### config.mk
export PLATFORM = sky130hd
export DESIGN_NAME = apb_requester_arbiter_flat
export DESIGN_NICKNAME = d
export VERILOG_FILES = /design/src/rtl/apb_requester_arbiter_if.sv /design/src/rtl/apb_requester_arbiter.sv /design/src/flat_wrapper.sv
export SDC_FILE = /design/constraint.sdc
export NUM_CORES = 1
export LEC_CHECK = 0
export BUFFER_PORTS_ARGS = -buffer_cell sky130_fd_sc_hd__buf_2
export CORE_MARGIN = 2
export CORE_UTILIZATION = 40
export CTS_BUF_LIST = sky130_fd_sc_hd__clkbuf_4 sky130_fd_sc_hd__clkbuf_8
export DETAILED_ROUTE_END_ITERATION = 10
export GPL_ROUTABILITY_DRIVEN = 1
export PLACE_DENSITY = 0.79
export SLEW_MARGIN = 20
export SYNTH_ARGS = -nofsm -noshare
export SYNTH_HDL_FRONTEND = slang
export SYNTH_SLANG_ARGS = --single-unit
### constraint.sdc
create_clock -name clk -period 3.9 [get_ports clk]
set_input_delay 0.195 -clock clk [delete_from_list [all_inputs] [get_ports clk]]
set_output_delay 0.195 -clock clk [all_outputs]
set_load 0.05 [all_outputs]
### src/rtl/apb_requester_arbiter_if.sv
// apb_requester_arbiter_if: APB bus bundle with requester and completer views
interface apb_requester_arbiter_if #(parameter int ADDR_WIDTH = 16, parameter int DATA_WIDTH = 16);
  logic pclk;
  logic preset_n;
  logic pwakeup;
  logic psel;
  logic penable;
  logic pwrite;
  logic [ADDR_WIDTH-1:0] paddr;
  logic [DATA_WIDTH-1:0] pwdata;
  logic [DATA_WIDTH/8-1:0] pstrb;
  logic [2:0] pprot;
  logic pready;
  logic [DATA_WIDTH-1:0] prdata;
  logic pslverr;
  modport requester(output pclk, preset_n, pwakeup, psel, penable, pwrite, paddr, pwdata, pstrb, pprot,
                    input pready, prdata, pslverr);
  modport completer(input pclk, preset_n, pwakeup, psel, penable, pwrite, paddr, pwdata, pstrb, pprot,
                    output pready, prdata, pslverr);
endinterface

### src/rtl/apb_requester_arbiter.sv
// apb_requester_arbiter: two-requester round-robin APB arbiter replaying the winner downstream.
// Optional ACCESS watchdog enabled by defining APB_ARB_TIMEOUT_EN.
module apb_requester_arbiter #(
  parameter int TIMEOUT_CYCLES = 1024,
  parameter int ADDR_WIDTH = 16,
  parameter int DATA_WIDTH = 16
) (
  input logic clk,
  input logic rst_n,
  apb_requester_arbiter_if.completer req0,
  apb_requester_arbiter_if.completer req1,
  apb_requester_arbiter_if.requester apb
);
  typedef enum logic [1:0] {IDLE, SETUP, ACCESS} state_t;
  state_t state, next_state;
  logic last_grant, gnt, win, grant, timeout, done, real_done;
  logic pwrite;
  logic [ADDR_WIDTH-1:0] paddr;
  logic [DATA_WIDTH-1:0] pwdata;
  logic [DATA_WIDTH/8-1:0] pstrb;
  logic [2:0] pprot;
  logic unused;
  assign unused = &{1'b0, req0.penable, req1.penable, req0.pclk, req1.pclk, req0.preset_n, req1.preset_n};
`ifdef APB_ARB_TIMEOUT_EN
  localparam int CW = $clog2(TIMEOUT_CYCLES + 1);
  logic [CW-1:0] cnt;
  always_ff @(posedge clk)
    if (!rst_n || state == IDLE) cnt <= '0;
    else if (state == ACCESS && !apb.pready) cnt <= cnt + 1'b1;
  assign timeout = state == ACCESS && cnt == CW'(TIMEOUT_CYCLES);
`else
  assign timeout = 1'b0;
`endif
  assign grant = req0.psel | req1.psel;
  assign win = (req0.psel & req1.psel) ? ~last_grant : req1.psel;
  assign real_done = state == ACCESS && apb.pready;
  assign done = real_done || timeout;
  always_comb begin
    next_state = state;
    next_state = (state == IDLE) ? (grant ? SETUP : IDLE) :
                 (state == SETUP) ? ACCESS : (done ? IDLE : ACCESS);
  end
  always_ff @(posedge clk) begin
    if (!rst_n) begin
      state <= IDLE;
      last_grant <= 1'b1;
      gnt <= 1'b0;
      pwrite <= 1'b0;
      paddr <= '0;
      pwdata <= '0;
      pstrb <= '0;
      pprot <= '0;
    end else begin
      state <= next_state;
      if (state == IDLE && grant) begin
        last_grant <= win;
        gnt <= win;
        pwrite <= win ? req1.pwrite : req0.pwrite;
        paddr <= win ? req1.paddr : req0.paddr;
        pwdata <= win ? req1.pwdata : req0.pwdata;
        pstrb <= win ? req1.pstrb : req0.pstrb;
        pprot <= win ? req1.pprot : req0.pprot;
      end
    end
  end
  assign apb.pclk = clk;
  assign apb.preset_n = rst_n;
  assign apb.pwakeup = req0.pwakeup | req1.pwakeup;
  assign apb.psel = state != IDLE;
  assign apb.penable = state == ACCESS;
  assign apb.pwrite = pwrite;
  assign apb.paddr = paddr;
  assign apb.pwdata = pwdata;
  assign apb.pstrb = pstrb;
  assign apb.pprot = pprot;
  // A watchdog abort reports an error with zero data; a real completion passes through.
  assign req0.pready = done && !gnt;
  assign req0.prdata = (real_done && !gnt) ? apb.prdata : '0;
  assign req0.pslverr = done && !gnt && (real_done ? apb.pslverr : 1'b1);
  assign req1.pready = done && gnt;
  assign req1.prdata = (real_done && gnt) ? apb.prdata : '0;
  assign req1.pslverr = done && gnt && (real_done ? apb.pslverr : 1'b1);
endmodule

### src/flat_wrapper.sv
// flat-port wrapper written by rule: the top's interface ports become plain ports
module apb_requester_arbiter_flat 
#(
  parameter int TIMEOUT_CYCLES = 1024,
  parameter int ADDR_WIDTH = 16,
  parameter int DATA_WIDTH = 16
)
  (clk, rst_n, req0_pclk, req0_preset_n, req0_pwakeup, req0_psel, req0_penable, req0_pwrite, req0_paddr, req0_pwdata, req0_pstrb, req0_pprot, req0_pready, req0_prdata, req0_pslverr, req1_pclk, req1_preset_n, req1_pwakeup, req1_psel, req1_penable, req1_pwrite, req1_paddr, req1_pwdata, req1_pstrb, req1_pprot, req1_pready, req1_prdata, req1_pslverr, apb_pclk, apb_preset_n, apb_pwakeup, apb_psel, apb_penable, apb_pwrite, apb_paddr, apb_pwdata, apb_pstrb, apb_pprot, apb_pready, apb_prdata, apb_pslverr);
  apb_requester_arbiter_if #(.ADDR_WIDTH(ADDR_WIDTH), .DATA_WIDTH(DATA_WIDTH)) req0_i ();
  apb_requester_arbiter_if #(.ADDR_WIDTH(ADDR_WIDTH), .DATA_WIDTH(DATA_WIDTH)) req1_i ();
  apb_requester_arbiter_if #(.ADDR_WIDTH(ADDR_WIDTH), .DATA_WIDTH(DATA_WIDTH)) apb_i ();
  input logic clk;
  input logic rst_n;
  input wire logic [$bits(req0_i.pclk)-1:0] req0_pclk;
  input wire logic [$bits(req0_i.preset_n)-1:0] req0_preset_n;
  input wire logic [$bits(req0_i.pwakeup)-1:0] req0_pwakeup;
  input wire logic [$bits(req0_i.psel)-1:0] req0_psel;
  input wire logic [$bits(req0_i.penable)-1:0] req0_penable;
  input wire logic [$bits(req0_i.pwrite)-1:0] req0_pwrite;
  input wire logic [$bits(req0_i.paddr)-1:0] req0_paddr;
  input wire logic [$bits(req0_i.pwdata)-1:0] req0_pwdata;
  input wire logic [$bits(req0_i.pstrb)-1:0] req0_pstrb;
  input wire logic [$bits(req0_i.pprot)-1:0] req0_pprot;
  output wire logic [$bits(req0_i.pready)-1:0] req0_pready;
  output wire logic [$bits(req0_i.prdata)-1:0] req0_prdata;
  output wire logic [$bits(req0_i.pslverr)-1:0] req0_pslverr;
  input wire logic [$bits(req1_i.pclk)-1:0] req1_pclk;
  input wire logic [$bits(req1_i.preset_n)-1:0] req1_preset_n;
  input wire logic [$bits(req1_i.pwakeup)-1:0] req1_pwakeup;
  input wire logic [$bits(req1_i.psel)-1:0] req1_psel;
  input wire logic [$bits(req1_i.penable)-1:0] req1_penable;
  input wire logic [$bits(req1_i.pwrite)-1:0] req1_pwrite;
  input wire logic [$bits(req1_i.paddr)-1:0] req1_paddr;
  input wire logic [$bits(req1_i.pwdata)-1:0] req1_pwdata;
  input wire logic [$bits(req1_i.pstrb)-1:0] req1_pstrb;
  input wire logic [$bits(req1_i.pprot)-1:0] req1_pprot;
  output wire logic [$bits(req1_i.pready)-1:0] req1_pready;
  output wire logic [$bits(req1_i.prdata)-1:0] req1_prdata;
  output wire logic [$bits(req1_i.pslverr)-1:0] req1_pslverr;
  output wire logic [$bits(apb_i.pclk)-1:0] apb_pclk;
  output wire logic [$bits(apb_i.preset_n)-1:0] apb_preset_n;
  output wire logic [$bits(apb_i.pwakeup)-1:0] apb_pwakeup;
  output wire logic [$bits(apb_i.psel)-1:0] apb_psel;
  output wire logic [$bits(apb_i.penable)-1:0] apb_penable;
  output wire logic [$bits(apb_i.pwrite)-1:0] apb_pwrite;
  output wire logic [$bits(apb_i.paddr)-1:0] apb_paddr;
  output wire logic [$bits(apb_i.pwdata)-1:0] apb_pwdata;
  output wire logic [$bits(apb_i.pstrb)-1:0] apb_pstrb;
  output wire logic [$bits(apb_i.pprot)-1:0] apb_pprot;
  input wire logic [$bits(apb_i.pready)-1:0] apb_pready;
  input wire logic [$bits(apb_i.prdata)-1:0] apb_prdata;
  input wire logic [$bits(apb_i.pslverr)-1:0] apb_pslverr;
  assign req0_i.pclk = req0_pclk;
  assign req0_i.preset_n = req0_preset_n;
  assign req0_i.pwakeup = req0_pwakeup;
  assign req0_i.psel = req0_psel;
  assign req0_i.penable = req0_penable;
  assign req0_i.pwrite = req0_pwrite;
  assign req0_i.paddr = req0_paddr;
  assign req0_i.pwdata = req0_pwdata;
  assign req0_i.pstrb = req0_pstrb;
  assign req0_i.pprot = req0_pprot;
  assign req0_pready = req0_i.pready;
  assign req0_prdata = req0_i.prdata;
  assign req0_pslverr = req0_i.pslverr;
  assign req1_i.pclk = req1_pclk;
  assign req1_i.preset_n = req1_preset_n;
  assign req1_i.pwakeup = req1_pwakeup;
  assign req1_i.psel = req1_psel;
  assign req1_i.penable = req1_penable;
  assign req1_i.pwrite = req1_pwrite;
  assign req1_i.paddr = req1_paddr;
  assign req1_i.pwdata = req1_pwdata;
  assign req1_i.pstrb = req1_pstrb;
  assign req1_i.pprot = req1_pprot;
  assign req1_pready = req1_i.pready;
  assign req1_prdata = req1_i.prdata;
  assign req1_pslverr = req1_i.pslverr;
  assign apb_pclk = apb_i.pclk;
  assign apb_preset_n = apb_i.preset_n;
  assign apb_pwakeup = apb_i.pwakeup;
  assign apb_psel = apb_i.psel;
  assign apb_penable = apb_i.penable;
  assign apb_pwrite = apb_i.pwrite;
  assign apb_paddr = apb_i.paddr;
  assign apb_pwdata = apb_i.pwdata;
  assign apb_pstrb = apb_i.pstrb;
  assign apb_pprot = apb_i.pprot;
  assign apb_i.pready = apb_pready;
  assign apb_i.prdata = apb_prdata;
  assign apb_i.pslverr = apb_pslverr;
  apb_requester_arbiter #(.TIMEOUT_CYCLES(TIMEOUT_CYCLES), .ADDR_WIDTH(ADDR_WIDTH), .DATA_WIDTH(DATA_WIDTH)) u_core (.clk(clk), .rst_n(rst_n), .req0(req0_i), .req1(req1_i), .apb(apb_i));
endmodule
==> run_results.csv <==
group,metric,value,unit
logic_synthesis,synth_seq_cells,42,
power,ir_drop,355,uV
setup_path,regToRegStartpoint,"u_core.last_grant",
placed_design,io_buffers,178,
timing,tightest_slew,785,ps
setup_path,crit_path_start,"clk",
setup_path,reg2reg_setup_slack,2290,ps
setup_path,crit_required,3700,ps
final_layout,area_growth,45.8,%
setup_path,crit_path_end,"apb_pclk",
floorplan,fp.coreArea,5510,um^2
final_layout,fin_area,3320,um^2
timing,slew_headroom,47.7,%
final_layout,multi_input_area,1280,um^2
setup_path,crit_top_cell,"clkbuf_8",
timing,hold_violations,0,
placed_design,place_area,3140,um^2
final_layout,num_antenna_cells,0,
route,drt_iter0_drc,95,
timing,tns,0,ps
outcome,outcome,"completed",
setup_path,ff2ff_path_depth,3,
final_layout,fin_nets,547,
power,leakagePower,1.71,nW
timing,rsz0062_at_grt,"no",
logic_synthesis,yosys-top-cells-count,"77 x nand2_1, 42 x dfxtp_1, 41 x a21oi_1",
global_routing,overflow,0,
setup_path,crit_fanout,2,
floorplan,dieArea,6310,um^2
setup_path,critPathArrivalTime,2370,ps
final_layout,regArea,841,um^2
global_routing,first_global_vias,2488,
logic_synthesis,synthArstFlopShare,0,%
final_layout,drive_above_1_share,49.5,%
global_routing,grt_max_degree,40,
setup_path,worst-path-stages,3,
floorplan,initial_core_util,41.4,%
setup_path,slowest_stage,"buf_2",
setup_path,cp-end-kind,"output pin",
clocking,postCtsSetupBuffers,0,
setup_path,cp_top_family,"buffers and inverters",
clocking,cts_resized,0,
global_routing,grtUsageTotal,22.2,%
logic_synthesis,syn_nets,385,
route,wl_per_cell,13.9,um
min_path,hold_class,"in -> reg",
timing,skew,5.72,ps
route,first_pass_iters,4,
logic_synthesis,synth_top_cells_by_area,"dfxtp_1 37%, a311oi_2 13%, nand2_1 13%, and2_1 9.3%, a21oi_1 9.0%",
logic_synthesis,synth_cell_types,22,
route,viasPerCell,5.02,
global_routing,grt_pass1_wl,11100,um
clocking,clk_pin_slew_worst_paths,80,ps
setup_path,start_kind,"clock port",
logic_synthesis,synth_top_area_share,36.9,%
setup_path,critPathBufInv,3,
floorplan,die-height,79.5,um
placed_design,hpwl,5190,um
logic_synthesis,yosysMostFrequentCell,"nand2_1",
timing,setup_violations,0,
setup_path,reg2reg_to,"u_core.apb.pwrite",
logic_synthesis,yosys_most_used_dff,"dfxtp_1",
floorplan,fp.dieW,79.5,um
floorplan,num_io_pins,185,
route,vias,2579,
power,cellPowerDensity,450,nW/um^2
logic_synthesis,synth.avg_cell_area,8.16,um^2
setup_path,critical_path.cell_chain,"clkbuf_8, clkbuf_8, buf_2",
route,ant_nets,0,
clocking,ctsHoldBuffers,0,
setup_path,path_class,"clk -> out",
floorplan,num_rows,27,
logic_synthesis,syn_area,2280,um^2
placed_design,place.gp.congestion,0.796,
logic_synthesis,yosysTopAreaCell,"dfxtp_1",
timing,report.final.slew_viol_count,0,
global_routing,antenna_found_initial,0,
clocking,cts_tree,"done",
logic_synthesis,yosys_warnings,0,
logic_synthesis,seq_area_frac_synth,36.9,%
route,drc,0,
run,maxCapViolations,0,
logic_synthesis,synth_edf_count,0,
clocking,clkLatencyLatePin,390,ps
route,routed_wl,7120,um
logic_synthesis,synth_cells,279,
final_layout,fillers,523,
setup_path,slowest_delay,200,ps
-- placed cells by master, fill, tap and decap left out, drive strengths merged, types with 3 or more instances in the layout --
master and n:
buf 182, nand2 77, dfxtp 42, a21oi 41
a311oi 38, and2 35, clkbuf 9, inv 3
and3 3
-- per-layer routing --
| metal | global-route usage, % | up-vias | part of all wire (%) | wire [um] |
|---|---|---|---|---|
| met3 | 5.77 | 11 | 7.6 | 540 |
| li1 | - | 1300 | - | - |
| met2 | 42.1 | 116 | 52 | 3700 |
| met1 | 22.8 | 1152 | 38 | 2730 |
| met5 | 0 | - | 0 | 0 |
| met4 | 9.48 | 0 | 2.0 | 145 |
-- power breakdown --
group | internal, mW | switching, mW | leakage [nW] | total [mW]
Combinational | 0.153 | 0.363 | 1.28 | 0.516
Sequential | 0.481 | 0.0275 | 0.349 | 0.509
Clock | 0.270 | 0.201 | 0.0803 | 0.471
-- final cells by class --
type | count | area share [%]
inverter | 3 | 0.339
sequential | 42 | 25.3
multi-input combinational | 204 | 38.6
clock buffer | 10 | 3.69
clock inverter | 2 | 1.13
tap | 72 | 2.71
timing repair buffer | 181 | 28.2
-- sequential cells by signal (all words and copies together), names as in the netlist --
name	count
u_core.apb.pprot	3
u_core.apb.paddr	16
u_core.last_grant	1
u_core.gnt	1
u_core.state	2
u_core.apb.pstrb	2
u_core.apb.pwdata	16
u_core.apb.pwrite	1
-- logic make-up (layout without fill, tap and decap cells) --
kind of cell	after synthesis	after routing	share of synthesized area, %
simple gates	121	121	25.1
compound gates	83	83	30.7
flops	42	42	36.9
buf+inv	33	196	7.31
-- stage by stage --
stage / power [mW] / cells / utilization [%] / worst slack [ps] / hold slack [ps]
finish: 1.50 / 514 / 60.3 / 1330 / 42.0
global route: 1.58 / 514 / 60.3 / 1320 / 14.2
CTS: 1.51 / 513 / 59.8 / 1330 / 28.4
detailed placement: 1.08 / 502 / 57.0 / 1570 / 428
global placement: 1.07 / 502 / 57.0 / 1570 / 424
floorplan: 0.955 / 279 / - / 1330 / 271
-- worst min-delay path by stage --
stage	cells past startpoint	endpoint	start	slack [ps]
after global placement	2	u_core.last_grant	rst_n	420
after detailed placement	1	apb_pclk	clk	430
after CTS	2	u_core.last_grant	rst_n	30
final	2	u_core.last_grant	rst_n	40
after floorplan	1	u_core.last_grant	rst_n	270
after global routing	2	u_core.last_grant	rst_n	10
No activity file was read; power rests on OpenSTA's default activity.
